==> src/rtl/float2int_expand.sv <==
// Iterative decoder for 7-bit compressed-float codes (exponent/mantissa) into
// an unsigned integer: one left shift per cycle, valid/ready on both sides.
module float2int_expand #(
    parameter int EXP_W = 3,
    parameter int MAN_W = 4,
    parameter int OUT_W = 11
) (
    input  logic                   clk,
    input  logic                   rst,
    input  logic                   in_valid,
    output logic                   in_ready,
    input  logic [EXP_W+MAN_W-1:0] in_code,
    output logic                   out_valid,
    input  logic                   out_ready,
    output logic [OUT_W-1:0]       out_data,
    output logic                   busy
);

    // The result width must hold {1,m} shifted by the largest exponent exactly.
    generate
        if (OUT_W != MAN_W + (1 << EXP_W) - 1) begin : g_bad_cfg
            $error("float2int_expand: OUT_W must equal MAN_W + 2**EXP_W - 1");
        end
    endgenerate

    typedef enum logic [1:0] {
        IDLE  = 2'd0,
        SHIFT = 2'd1,
        DONE  = 2'd2
    } state_t;

    state_t             state_q, state_d;
    logic [OUT_W-1:0]   acc_q, acc_d;
    logic [EXP_W-1:0]   cnt_q, cnt_d;

    logic [EXP_W-1:0]   code_exp;
    logic [MAN_W-1:0]   code_man;
    logic [OUT_W-1:0]   load_acc;
    logic [EXP_W-1:0]   load_cnt;
    logic               accept;

    assign code_exp = in_code[EXP_W+MAN_W-1:MAN_W];
    assign code_man = in_code[MAN_W-1:0];

    // Exponent 0 is the denormal range: no implicit leading one, no shifts.
    assign load_acc = (code_exp == '0) ? OUT_W'(code_man) : OUT_W'({1'b1, code_man});
    assign load_cnt = (code_exp == '0) ? '0 : code_exp - EXP_W'(1);

    assign in_ready  = !rst && (state_q == IDLE || (state_q == DONE && out_ready));
    assign accept    = in_valid && in_ready;
    assign out_valid = (state_q == DONE);
    assign out_data  = acc_q;
    assign busy      = (state_q == SHIFT);

    always_comb begin
        state_d = state_q;
        acc_d   = acc_q;
        cnt_d   = cnt_q;
        case (state_q)
            IDLE: begin
                if (accept) begin
                    acc_d   = load_acc;
                    cnt_d   = load_cnt;
                    state_d = (load_cnt == '0) ? DONE : SHIFT;
                end
            end
            SHIFT: begin
                acc_d = acc_q << 1;
                cnt_d = cnt_q - EXP_W'(1);
                if (cnt_q == EXP_W'(1)) begin
                    state_d = DONE;
                end
            end
            DONE: begin
                // A transfer may coincide with the next accept, so no bubble.
                if (accept) begin
                    acc_d   = load_acc;
                    cnt_d   = load_cnt;
                    state_d = (load_cnt == '0) ? DONE : SHIFT;
                end else if (out_ready) begin
                    state_d = IDLE;
                end
            end
            default: begin
                state_d = IDLE;
            end
        endcase
    end

    always_ff @(posedge clk) begin
        if (rst) begin
            state_q <= IDLE;
            acc_q   <= '0;
            cnt_q   <= '0;
        end else begin
            state_q <= state_d;
            acc_q   <= acc_d;
            cnt_q   <= cnt_d;
        end
    end

endmodule
==> config.mk <==
export PLATFORM = sky130hd
export DESIGN_NAME = float2int_expand
export DESIGN_NICKNAME = d
export VERILOG_FILES = /design/src/rtl/float2int_expand.sv
export SDC_FILE = /design/constraint.sdc
export NUM_CORES = 1
export LEC_CHECK = 0
export CAP_MARGIN = 40
export CORE_MARGIN = 3
export CORE_UTILIZATION = 49
export DETAILED_ROUTE_END_ITERATION = 10
export GPL_TIMING_DRIVEN = 0
export PLACE_DENSITY = 0.92
export REMOVE_ABC_BUFFERS = 1
export SKIP_LAST_GASP = 1
export SLEW_MARGIN = 5
export SYNTH_ARGS = -nofsm -noshare
export SYNTH_HDL_FRONTEND = slang
export SYNTH_SLANG_ARGS = --single-unit
==> constraint.sdc <==
create_clock -name clk -period 2.12 [get_ports clk]
set_input_delay 0.212 -clock clk [delete_from_list [all_inputs] [get_ports clk]]
set_output_delay 0.212 -clock clk [all_outputs]
set_load 0.005 [all_outputs]
==> results.toml <==
[outcome]
status = "complete, no violations"

[worst_hold_path]
min_path_type = "reg2reg"
holdPathStages = 2
min_from = "cnt_q[1]$_SDFFE_PP0P_"

[worst_setup_path]
cp.depth = 3
cp.arrival_ns = 1.70
startpoint = "state_q[0]$_SDFFE_PP0P_"
endpoint_kind = "output port"
r2r-start = "state_q[0]$_SDFFE_PP0P_"
path_class = "reg2out"
critPathTopFamily = "buffers and inverters"
slowest_delay_ns = 0.54
cp_num_buf_inv = 2
crit_required_ns = 1.91
start_kind = "register"
critPathSlowestCell = "clkdlybuf4s50_1"
r2r_cells = 4
crit_chain = "inv_1 > nor2_4 > clkdlybuf4s50_1"
crit_fanout = 18

[final_layout]
final_core_util = 0.7174
area_delta_synth_final_pct = 29.65
final_common_cell = "clkdlybuf4s50_1"
stdcell_area_sq_um = 1144
diodes = 0
final_cell_mix = "23 x clkdlybuf4s50_1, 15 x dfxtp_1, 10 x nor2_1"
final_layout_size_suffix_gt1_frac = 0.1565
nets = 131

[timing]
maxSlewHeadroom = 0.4889
fin_ws_ns = 0.2117
max_freq_mhz = 524.0
post-route-period-util = 0.9001
grt_setup_unrepaired = "false"
tns_ns = 0
finalSetupViolations = 0
fin_worst_skew_ns = 0.005148
report.final.slew_viol_count = 0
min_period_ns = 1.908
max_slew.worst_pin.slew_ns = 0.7666
hold_viol = 0

[drt]
met3_length_um = 113
drc_errors = 0
drtIter0Drc = 19
post_drt_wl_per_cell_um = 13.94
dr_total_vias = 787
ant_nets = 0
vias_per_cell = 5.662
highest_layer = "met4"
totalWireLength_um = 1938
drt-pass1-iter-count = 4
drt-met1-wl_um = 781
met2_length_um = 952

[logic_synthesis]
ys_seq_elements = 16
yosys_warnings = 0
yosysSeqAreaShare = 0.3631
synth_top_area_frac = 0.3631
yosysUniqueCellTypes = 35
yosysTopAreaCell = "dfxtp_1"
avgSynthCellArea_sq_um = 9.485
netlist_top_cells_area = "dfxtp_1 36%, ha_1 5.7%, a22oi_1 5.1%"
synth_area_sq_um = 882.1
synth_cells = 93

[clock_network]
clock-sinks = 16
clk_pin_slew_ns = 0.10
clockBufferDepth = 2
insertion_delay_ns = 0.29
cts_resized = 2
postCtsSetupBuffers = 0
numCtsBuffers = 3
htreeDepth = 1
hold_buffers = 0
cts_root_buf = "clkbuf_4"
cts_tree = "built"

[floorplan]
dieArea_sq_um = 2345
ios = 25
coreArea_sq_um = 1594
fp.dieW_um = 48.43
rows = 14
initial_core_util = 0.5534
die_h_um = 48.43

[power_and_ir_drop]
powerDensity_nw_per_um2 = 613.4
ir_worst_vdd_mv = 0.4664
p_leak_nw = 0.4200
total_power_w = 0.0007015

[job]
maxCapViolCount = 0

[place]
dp_hpwl_um = 1449
placed_cell_area_sq_um = 1105
place_congestion = 0.8032
portBuffers = 24
pre_cts_slack_ns = -0.2901

[grt]
antenna_found_initial = 0
overflow = 0
first_global_vias = 729
grt_pass1_wl_um = 3249
grt_usage = 0.1808
grt_max_degree = 21
## registers in the layout (all words and copies together), names as in the netlist
register and count:
state_q 2, cnt_q 3, out_data 11
## worst reg2reg max path, delay by kind of cell (launching register included)
family	cells	cell delay, ns
AO/OA/AOI/OAI	2	0.51
flip-flops	1	0.43
AND/OR/NAND/NOR	2	0.33
## cell type report
class	instances	area, sq um
clock buffer	4	36.28
fill	114	450.4
inverter	8	30.03
multi-input combinational	63	484.2
sequential	16	324.1
tap	24	30.03
timing repair buffer	24	239.0
## logic make-up after synthesis
kind of cell	Yosys count	share of synthesized area
and+or+nand+nor	28	0.1646
muxes	3	0.03404
adders and majority gates	4	0.05674
AOI/OAI and AO/OA	28	0.2936
buffers and inverters	14	0.08794
DFF	16	0.3631
## cells in the mapped netlist, drive strengths merged
master	n
a211oi	4
a21boi	1
a21oi	5
a221o	1
a22oi	6
a2bb2oi	1
a31oi	1
a32oi	1
and2b	1
buf	5
clkbuf	1
dfxtp	16
ha	4
inv	8
mux2i	3
nand2	7
nand2b	1
nand3	1
nand4	1
nor2	14
nor2b	2
nor4	1
o211a	1
o211ai	1
o21ai	2
o2bb2ai	2
o311ai	1
o41ai	1
## power breakdown
part           switching, W  total, W  internal [W]
Combinational     0.0000764  0.000157     0.0000811
Sequential        0.0000217  0.000339      0.000318
Clock             0.0000998  0.000205      0.000105
## path summary, 6_finish.rpt
kind,to,slack (ns)
max,busy,0.21
min reg2reg,cnt_q[1]$_SDFFE_PP0P_,0.46
min,cnt_q[1]$_SDFFE_PP0P_,0.46
max reg2reg,cnt_q[2]$_SDFFE_PP0P_,0.73
## stage by stage
| step | instances | hold WS (ns) |
|---|---|---|
| after detailed placement | 135 | 0.4542 |
| final | 139 | 0.4616 |
| after floorplan | 87 | 0.2766 |
| after global routing | 139 | 0.5016 |
| after CTS | 139 | 0.4673 |
| after global placement | 135 | 0.4460 |
## routing by layer
metal,GRT usage,vias to the layer above
met3,0.03374,10
met4,0.1517,0
met5,0,-
li1,-,374
met1,0.1951,375
met2,0.3050,28
(Power assumes the default switching activity.)
